===== src/rtl/dout_unpack_pkg.sv =====
// rtl/dout_unpack_pkg.sv - shared widths, FSM state and beat-counter types for dout_unpacker
// Purpose: single source of the stream widths and types used by every dout_unpack file.
// Ports: none (package).
package dout_unpack_pkg;

  localparam int WORD_W    = 32;
  localparam int IN_W      = 256;
  localparam int NUM_BEATS = IN_W / WORD_W;
  localparam int CNT_W     = $clog2(NUM_BEATS + 1);
  localparam int IDX_W     = $clog2(NUM_BEATS);

  typedef logic [CNT_W-1:0] beat_cnt_t;

  typedef enum logic {
    IDLE = 1'b0,
    SEND = 1'b1
  } state_t;

endpackage


===== src/rtl/dout_unpack_if.sv =====
// rtl/dout_unpack_if.sv - vld/busy stream interface used on both sides of dout_unpacker
// Purpose: one stream of W-bit words with valid, backpressure and end-of-packet marker.
// Ports: vld (master->slave), data (master->slave), last (master->slave), busy (slave->master).
interface dout_unpack_if #(
  parameter int W = 32
);

  logic         vld;
  logic         busy;
  logic         last;
  logic [W-1:0] data;

  modport master(output vld, output data, output last, input busy);
  modport slave (input vld, input data, input last, output busy);

endinterface


===== src/rtl/dout_unpack_xor.sv =====
// rtl/dout_unpack_xor.sv - running XOR of transferred data beats for the checksum beat
// Purpose: registered XOR accumulator, cleared when a new word loads.
// Ports: clk, rst (async, active-high), clear (new word loaded), en (data beat transfers),
//        word (beat being transferred), acc (XOR of data beats transferred so far).
module dout_unpack_xor
  import dout_unpack_pkg::*;
(
  input  logic              clk,
  input  logic              rst,
  input  logic              clear,
  input  logic              en,
  input  logic [WORD_W-1:0] word,
  output logic [WORD_W-1:0] acc
);

  always_ff @(posedge clk or posedge rst) begin
    if (rst) begin
      acc <= '0;
    end else if (clear) begin
      acc <= '0;
    end else if (en) begin
      acc <= acc ^ word;
    end
  end

endmodule


===== src/rtl/dout_unpacker.sv =====
// rtl/dout_unpacker.sv - replays one 256-bit result word as eight 32-bit beats
// Purpose: accept an IN_W word on in_s, emit NUM_BEATS WORD_W beats on out_m (LSB word
//          first) with last on the final beat; the next word may load on the final beat's
//          transfer edge so packets stream without a bubble.
// Optional feature: DOUT_UNPACK_CHECKSUM_EN appends a ninth beat holding the XOR of the
//          eight data words, and last moves to that beat.
// Ports: clk, rst (async, active-high), in_s (slave: vld/data in, busy out),
//        out_m (master: vld/data/last out, busy in).
module dout_unpacker
  import dout_unpack_pkg::*;
(
  input  logic          clk,
  input  logic          rst,
  dout_unpack_if.slave  in_s,
  dout_unpack_if.master out_m
);

`ifdef DOUT_UNPACK_CHECKSUM_EN
  localparam beat_cnt_t LAST_BEAT = beat_cnt_t'(NUM_BEATS);
`else
  localparam beat_cnt_t LAST_BEAT = beat_cnt_t'(NUM_BEATS - 1);
`endif

  state_t            state;
  beat_cnt_t         cnt;
  logic [IN_W-1:0]   buf_q;

  logic              last_beat;
  logic              in_xfer;
  logic              out_xfer;
  beat_cnt_t         cnt_nxt;
  logic [IDX_W-1:0]  idx_nxt;
  logic [WORD_W-1:0] word_nxt;

  assign last_beat = (cnt == LAST_BEAT);

  // Ready for a new word in IDLE, or in SEND only when the final beat leaves this edge.
  assign in_s.busy = rst || (state == SEND && !(last_beat && !out_m.busy));
  assign in_xfer   = in_s.vld && !in_s.busy;
  assign out_xfer  = out_m.vld && !out_m.busy;

  assign cnt_nxt = cnt + beat_cnt_t'(1);
  // Truncation only aliases on the checksum index, which word_nxt never reads from buf_q.
  assign idx_nxt = cnt_nxt[IDX_W-1:0];

`ifdef DOUT_UNPACK_CHECKSUM_EN
  logic [WORD_W-1:0] acc;

  // Checksum beat itself is excluded: only data beats feed the accumulator.
  dout_unpack_xor u_xor (
    .clk   (clk),
    .rst   (rst),
    .clear (in_xfer),
    .en    (out_xfer && !last_beat),
    .word  (out_m.data),
    .acc   (acc)
  );

  // acc excludes the beat leaving now, so fold it in for the checksum value.
  assign word_nxt = (cnt_nxt == beat_cnt_t'(NUM_BEATS)) ? (acc ^ out_m.data)
                                                        : buf_q[WORD_W*idx_nxt +: WORD_W];
`else
  assign word_nxt = buf_q[WORD_W*idx_nxt +: WORD_W];
`endif

  always_ff @(posedge clk or posedge rst) begin
    if (rst) begin
      state      <= IDLE;
      cnt        <= '0;
      buf_q      <= '0;
      out_m.vld  <= 1'b0;
      out_m.last <= 1'b0;
      out_m.data <= '0;
    end else if (in_xfer) begin
      // Covers both a load from IDLE and the zero-bubble reload on the final beat.
      state      <= SEND;
      cnt        <= '0;
      buf_q      <= in_s.data;
      out_m.vld  <= 1'b1;
      out_m.last <= (LAST_BEAT == '0);
      out_m.data <= in_s.data[WORD_W-1:0];
    end else if (out_xfer) begin
      if (last_beat) begin
        state      <= IDLE;
        out_m.vld  <= 1'b0;
        out_m.last <= 1'b0;
      end else begin
        cnt        <= cnt_nxt;
        out_m.data <= word_nxt;
        out_m.last <= (cnt_nxt == LAST_BEAT);
      end
    end
  end

endmodule


===== src/flat_wrapper.sv =====
// flat-port wrapper written by rule: the top's interface ports become plain ports
module dout_unpacker_flat import dout_unpack_pkg::*;
  (clk, rst, in_s_vld, in_s_data, in_s_last, in_s_busy, out_m_vld, out_m_data, out_m_last, out_m_busy);
  dout_unpack_if #(.W(IN_W)) in_s_i ();
  dout_unpack_if #(.W(WORD_W)) out_m_i ();
  input  logic clk;
  input  logic rst;
  input wire logic [$bits(in_s_i.vld)-1:0] in_s_vld;
  input wire logic [$bits(in_s_i.data)-1:0] in_s_data;
  input wire logic [$bits(in_s_i.last)-1:0] in_s_last;
  output wire logic [$bits(in_s_i.busy)-1:0] in_s_busy;
  output wire logic [$bits(out_m_i.vld)-1:0] out_m_vld;
  output wire logic [$bits(out_m_i.data)-1:0] out_m_data;
  output wire logic [$bits(out_m_i.last)-1:0] out_m_last;
  input wire logic [$bits(out_m_i.busy)-1:0] out_m_busy;
  assign in_s_i.vld = in_s_vld;
  assign in_s_i.data = in_s_data;
  assign in_s_i.last = in_s_last;
  assign in_s_busy = in_s_i.busy;
  assign out_m_vld = out_m_i.vld;
  assign out_m_data = out_m_i.data;
  assign out_m_last = out_m_i.last;
  assign out_m_i.busy = out_m_busy;
  dout_unpacker u_core (.clk(clk), .rst(rst), .in_s(in_s_i), .out_m(out_m_i));
endmodule

===== config.mk =====
export PLATFORM = sky130hd
export DESIGN_NAME = dout_unpacker_flat
export DESIGN_NICKNAME = d
export VERILOG_FILES = /design/src/rtl/dout_unpack_pkg.sv /design/src/rtl/dout_unpack_if.sv /design/src/rtl/dout_unpack_xor.sv /design/src/rtl/dout_unpacker.sv /design/src/flat_wrapper.sv
export SDC_FILE = /design/constraint.sdc
export NUM_CORES = 1
export LEC_CHECK = 0
export CAP_MARGIN = 20
export CORE_MARGIN = 3
export CORE_UTILIZATION = 53
export DETAILED_ROUTE_END_ITERATION = 10
export HOLD_SLACK_MARGIN = 0.12
export PLACE_DENSITY = 0.82
export REMOVE_ABC_BUFFERS = 1
export SYNTH_ARGS = -nofsm -noshare
export SYNTH_HDL_FRONTEND = slang
export SYNTH_SLANG_ARGS = --single-unit

===== constraint.sdc =====
create_clock -name clk -period 16.8 [get_ports clk]
set_input_delay 3.36 -clock clk [delete_from_list [all_inputs] [get_ports clk]]
set_output_delay 3.36 -clock clk [all_outputs]
set_load 0.005 [all_outputs]

==> results of run 1 <==
==> registers in the layout, summed over array words and instances (netlist names) <==
| name | flops |
|---|---|
| u_core.out_m.data | 32 |
| u_core.buf_q | 256 |
| u_core.out_m.last | 1 |
| u_core.cnt | 4 |
| u_core.state | 1 |
==> area by class of cell <==
type	instances	area [sq um]	share of cell area [%]
clock inverters	9	76.3	0.407
flip-flops and latches	294	7360	39.2
repair buffers	307	3050	16.2
multi-input cells	612	6750	36.0
clock buffers	52	1040	5.55
inverters	3	18.8	0.100
well taps	372	465	2.48
==> critical path: stages <==
cell,delay (ns)
clkdlybuf4s50_1,0.51
inv_8,0.55
nand2_1,0.16
clkdlybuf4s50_1,0.54
==> layer usage <==
metal  vias to the layer above  GRT usage (%)  share of wire [%]
li1                       4274              -                  -
met1                      4884           32.1                 43
met2                       317           40.5                 48
met3                        71           7.01                6.9
met4                         4           6.79                2.5
met5                         -              0              0.072
==> per-stage QoR <==
| step | setup slack, ns | cell area (sq um) | hold WS [ns] |
|---|---|---|---|
| finish | 8.29 | 18800 | 0.485 |
| global route | 8.14 | 18800 | 0.508 |
| CTS | 8.23 | 18800 | 0.486 |
| detailed placement | 8.21 | 17600 | 0.474 |
| global placement | 8.26 | 17600 | 0.463 |
| floorplan | 3.70 | 14100 | 0.452 |
==> placed cells by master, fill, tap and decap left out, types with 3 or more instances in the layout <==
cell,Yosys,layout
clkinv_2,0,6
a2bb2oi_1,32,32
clkbuf_16,0,37
or3_1,32,32
clkbuf_1,36,9
nand2_1,6,5
mux2_2,177,177
o22ai_1,65,65
mux2_4,200,200
buf_4,6,12
o31ai_1,32,32
clkbuf_8,0,6
o221ai_1,32,32
nor2_1,3,3
mux2_1,7,7
dfrtp_1,294,292
clkdlybuf4s50_1,0,293
nand2b_2,0,3
==> where the power goes <==
group	switching [mW]	internal, mW
combinational	0.592	0.874
sequential	0.217	1.05
clock	0.288	0.444
total	1.10	2.37
==> worst min-delay path by stage <==
stage                        to  slack, ns  cells after the start
2_1_floorplan  u_core.buf_q[78]       0.45                      1
5_1_grt        u_core.buf_q[82]       0.51                      1
4_1_cts        u_core.buf_q[81]       0.49                      1
3_3_place_gp   u_core.buf_q[84]       0.46                      1
3_5_place_dp   u_core.buf_q[81]       0.47                      1
6_report       u_core.buf_q[83]       0.48                      1
==> kinds of logic after synthesis <==
logic type	after synthesis	synth area share, %
AO/OA/AOI/OAI	168	8.45
XOR/XNOR	3	0.177
adder cells (fa/ha/maj)	2	0.169
buffers and inverters	88	5.06
flip-flops	294	49.6
multiplexers	385	34.3
AND/OR/NAND/NOR	54	2.29
==> results.md, run 1 <==
* Crit. Startpoint: rst
* Register-to-register setup slack at about 12 ns
* Fraction of synthesized cell area taken by the top area cell type at about half
* Buffer type at the clock tree root: clkbuf_16
* Detailed-routing iteration count for the pre-antenna-repair pass at 4
* Ratio of final minimum period to clock period at between 50% and 60%
* Cell types with the largest area share after synthesis: dfrtp_1 (50%), mux2_4 (20%), mux2_2 (13%)
* Capture point of the worst reg-to-reg path: u_core.buf_q[76]
* Worst slew margin at 20.6%
* Bufs on Longest Clock Path at 3
* Crit path max fanout at between 100 and 150
* Residual overflow from global routing at 0
* Number of sinks driven by the clock tree at ~300
* Endpoint required time on the critical path at about 13 ns
* Floorplan core area at around 27000 sq um
* Worst Setup Path Type: in -> out
* Final core area utilization at approximately 70%
* Num ports at ~300
* Actual slew at the worst max-slew pin at 1.19 ns
* Floorplan die area at approximately 30000 sq um
* Most numerous cell types in the synthesized netlist: dfrtp_1 (294), mux2_4 (200), mux2_2 (177)
* Insertion delay to the later sink of the worst-skew pair at roughly 0.5 ns
* Pin count of the biggest net entering global routing at 166
* Share of cells above drive strength 1 at ~36%
* Fmax at between 100 and 150 MHz
* Quantity of I/O buffers inserted on ports at between 200 and 300
* Quantity of hold-fixing buffers added after cts at 0
* Global placement routability congestion at between 0.7 and 0.8
* Number of rows in the core area at 60
* Reg clk slew, reported paths at ~0.06 ns
* Dpl cells at 1588
* Starting Density at between 50% and 60%
* Most frequent cell after synthesis: dfrtp_1
* Post-Syn Area per Cell at 14.9 sq um
* DP HPWL at ~23000 microns
* Initial DRC count at about 530
* # Max-Cap Violations at 0
* Yosys top cell by area: dfrtp_1
* Share of the yosys chip area belonging to registers at between 40% and 50%
* Number of routed nets with antenna violations at 0
* RSZ-0062 raised after global routing: false
* Fill cell total of the finished layout at 1905
* Die span in x at 173 microns
* Pins Over Slew Limit at 0
* Vert. Die Dim at ~170 microns
* Reg2Reg Launch Point: u_core.cnt[0]
* Register-to-Register Path Depth at 7
* Wire length reported by the detailed router at around 37000 microns
* Total setup violations reported at the end of the flow at 0
* Startpoint class of the critical path: input pin
* ANT cells at 0
* Fin nets at ~1500
* Hold Crit Class: reg -> reg
* Wire length of the first global-routing pass at a little under 60000 microns
* Number of design rule violations left after detail routing at 0
* Destination of the critical timing path: in_s_busy
* Design Power at approximately 3.5 mW
* Min-Delay Startpoint: u_core.buf_q[83]
* Worst Skew at roughly 0.017 ns
* Total via count in the routed design at ~9600
* CTS tree: yes
* Worst VDD drop at 0.121 mV
* Count of unique library cells instantiated by Yosys at 37
* Per-cell via count in the routed design at about 5.8
* Post_cts resized at 0
* Synthesis-stage register bit count at around 290
* Layout overhead on the synthesized area at 26.5%
* Number of enable flip-flop cells after synthesis at 0
* Cells after Synth at between 900 and 1000
* Run status: completed
* Global router's overall resource usage at 24.6%
* Static Leak at between 8 and 9 nW
* Post CTS Setup Buffer Count at 0
* Initial antenna violation count at 2
* Crit path time final at about 8.5 ns
* Final std cells w/o fill at 1649
* Routed wire per std cell at between 20 and 25 microns
* Leading register cell type out of synthesis: dfrtp_1
* Vias in the first global route at between 10000 and 15000
* Total negative slack for setup checks at 0 ns
* Number of buffers created by CTS at 34
* Number of synthesis warnings at 0
* CP Capture Type: output pin
* Netlist area before placement at roughly 15000 sq um
* Data arrival time at the worst-slack endpoint at a little over 5 ns
* PD cells at between 150 and 200 nW/um^2
* Share of flip-flops with an asynchronous set or reset at 100%
* Number of H-tree levels at 2
* Number of hold violations in the final report at 0
(Power assumes the default switching activity.)
==> run 2, diff against run 1 <==
Settings changed: CORE_UTILIZATION 53 to 47, PLACE_DENSITY 0.82 to 0.77.
Clock period 16.8 ns to 7.3 ns, I/O delays scaled along.
==> run 2 against run 1 <==
Via count decreased by 1.9%. Flip-flop and latch count stayed put. Wire length decreased by 0.23%. Largest cell class unchanged. Largest power group unchanged.
==> results.md, run 2 (same netlist as run 1, synthesis figures left out) <==
* Data arrival time at the worst-slack endpoint at ~3.5 ns
* Crit. Startpoint: u_core.cnt[0]
* Run status: completed
* Crit path max fanout at 63
* Area after DPL at ~18000 sq um
* Number of buffers created by CTS at 35
* Number of H-tree levels at 2
* Endpoint required time on the critical path at between 5 and 6 ns
* Post CTS Setup Buffer Count at 0
* Vias in the first global route at around 10000
* Flip-flop count of the largest register, all copies and words added at about 260
* Worst VDD drop at 0.245 mV
* Global router's overall resource usage at a little over a fifth
* Min-Delay Startpoint: u_core.buf_q[81]
* Register bank with the most flops: u_core.buf_q
* Wire length reported by the detailed router at around 37000 microns
* Routed wire per std cell at ~22 microns
* Quantity of I/O buffers inserted on ports at between 200 and 300
* Final std cell area, no fill at roughly 19000 sq um
* Number of sinks driven by the clock tree at 294
* Design Power at between 7 and 8 mW
* Pin count of the biggest net entering global routing at between 150 and 200
* Buffer type at the clock tree root: clkbuf_16
* Reg clk slew, reported paths at ~0.060 ns
* Number of routed nets with antenna violations at 0
* Global placement routability congestion at approximately 0.77
* PD cells at 423 nW/um^2
* Floorplan die area at about 34000 sq um
* RSZ-0062 raised after global routing: false
* ANT cells at 0
* Floorplan core area at 30800 sq um
* Initial antenna violation count at 1
* # Max-Cap Violations at 0
* Reg2Reg Launch Point: u_core.cnt[0]
* Initial DRC count at 444
* Quantity of hold-fixing buffers added after cts at 0
* CP Capture Type: output pin
* Detailed-routing iteration count for the pre-antenna-repair pass at 4
* Num ports at a little under 300
* Vert. Die Dim at between 150 and 200 microns
* Min Hold Slack at between 0.4 and 0.5 ns
* Worst path setup slack after routing at approximately 2.3 ns
* Ratio of final minimum period to clock period at between 60% and 70%
* Number of hold violations in the final report at 0
* Fmax at 200 MHz
* Actual slew at the worst max-slew pin at around 1.2 ns
* Worst Setup Path Type: reg -> out
* Hold Crit Class: reg -> reg
* Most common cell after layout, fill and taps aside: clkdlybuf4s50_1
* Most frequent cells in the layout: clkdlybuf4s50_1 (293), dfrtp_1 (292), mux2_4 (200)
* Wire length of the first global-routing pass at about 60000 microns
* Insertion delay to the later sink of the worst-skew pair at approximately 0.50 ns
* Number of design rule violations left after detail routing at 0
* Share of cells above drive strength 1 at 35.5%
* Worst slew margin at between 20% and 30%
* Number of rows in the core area at 64
* Pre-CTS setup slack at 2.50 ns
* Post_cts resized at 0
* Residual overflow from global routing at 0
* Pins Over Slew Limit at 0
* Worst Skew at 0.0134 ns
* Layout overhead on the synthesized area at 26.9%
* Fin nets at approximately 1500
* Static Leak at 8.01 nW
* Die span in x at 184 microns
* Bufs on Longest Clock Path at 3
* Total via count in the routed design at ~9400
* Startpoint class of the critical path: register
* Registers with the most flip-flops: u_core.buf_q (256), u_core.out_m.data (32), u_core.cnt (4)
* Total setup violations reported at the end of the flow at 0
* DP HPWL at between 20000 and 25000 microns
* Crit path time final at between 4 and 5 ns
* CTS tree: yes
* Starting Density at roughly 48%
* Per-cell via count in the routed design at 5.62
## run 2: cell types whose count changed in the layout (fill, tap and decap cells not counted)
cell,before,now
buf_4,12,4
clkbuf_8,6,10
buf_12,1,3
clkinv_2,6,4
nand2_1,5,3
nand2_2,1,3
buf_16,0,1
clkbuf_1,9,8
clkinvlp_4,1,0
inv_6,1,0
nand2b_2,3,2
nand2b_4,0,1
## run 2: worst max-delay path: stages, from the launching register on
cell and delay [ns]:
dfrtp_4 1.01, ha_1 0.49, nand3b_4 0.54, o21ai_2 0.37, nand2_1 0.08, clkdlybuf4s50_1 0.53
## run 2: per-layer routing
layer  routed length (microns)  vias to the layer above  track usage, %
met3                      2630                       60            5.40
li1                          -                     4259               -
met5                         8                        -               0
met1                     15900                     4783            28.2
met2                     18100                      268            36.9
met4                       737                        2            5.06
## run 2: area by class of cell
| class | instances | area [sq um] |
|---|---|---|
| multi-input cells | 612 | 6760 |
| fillers | 2329 | 12000 |
| clock buffers | 55 | 1090 |
| repair buffers | 302 | 3060 |
| clock inverters | 5 | 50.0 |
| flip-flops and latches | 294 | 7360 |
| well taps | 396 | 495 |
| inverters | 3 | 18.8 |
## run 2: power by group
group,internal [mW],switching [mW]
Combinational,2.01,1.29
Sequential,2.43,0.525
Clock,1.06,0.668
Total,5.49,2.48
## run 2: stage by stage
| step | utilization (%) | TNS, ns | instances |
|---|---|---|---|
| after floorplan | - | -1492.67 | 909 |
| after global placement | 57.3 | 0 | 1606 |
| after detailed placement | 57.4 | 0 | 1607 |
| after CTS | 61.1 | 0 | 1667 |
| after global routing | 61.1 | 0 | 1667 |
| final | 61.1 | 0 | 1667 |
## run 2: path summary, 6_finish.rpt
check,slack (ns),endpoint,cells after the start
worst min-delay path,0.48,u_core.buf_q[81],1
min in group asynchronous,1.56,u_core.out_m.data[12],2
worst min register to register,0.48,u_core.buf_q[81],1
worst max-delay path,2.31,in_s_busy,5
worst max register to register,3.10,u_core.buf_q[71],6
max in group asynchronous,3.82,u_core.buf_q[55],4
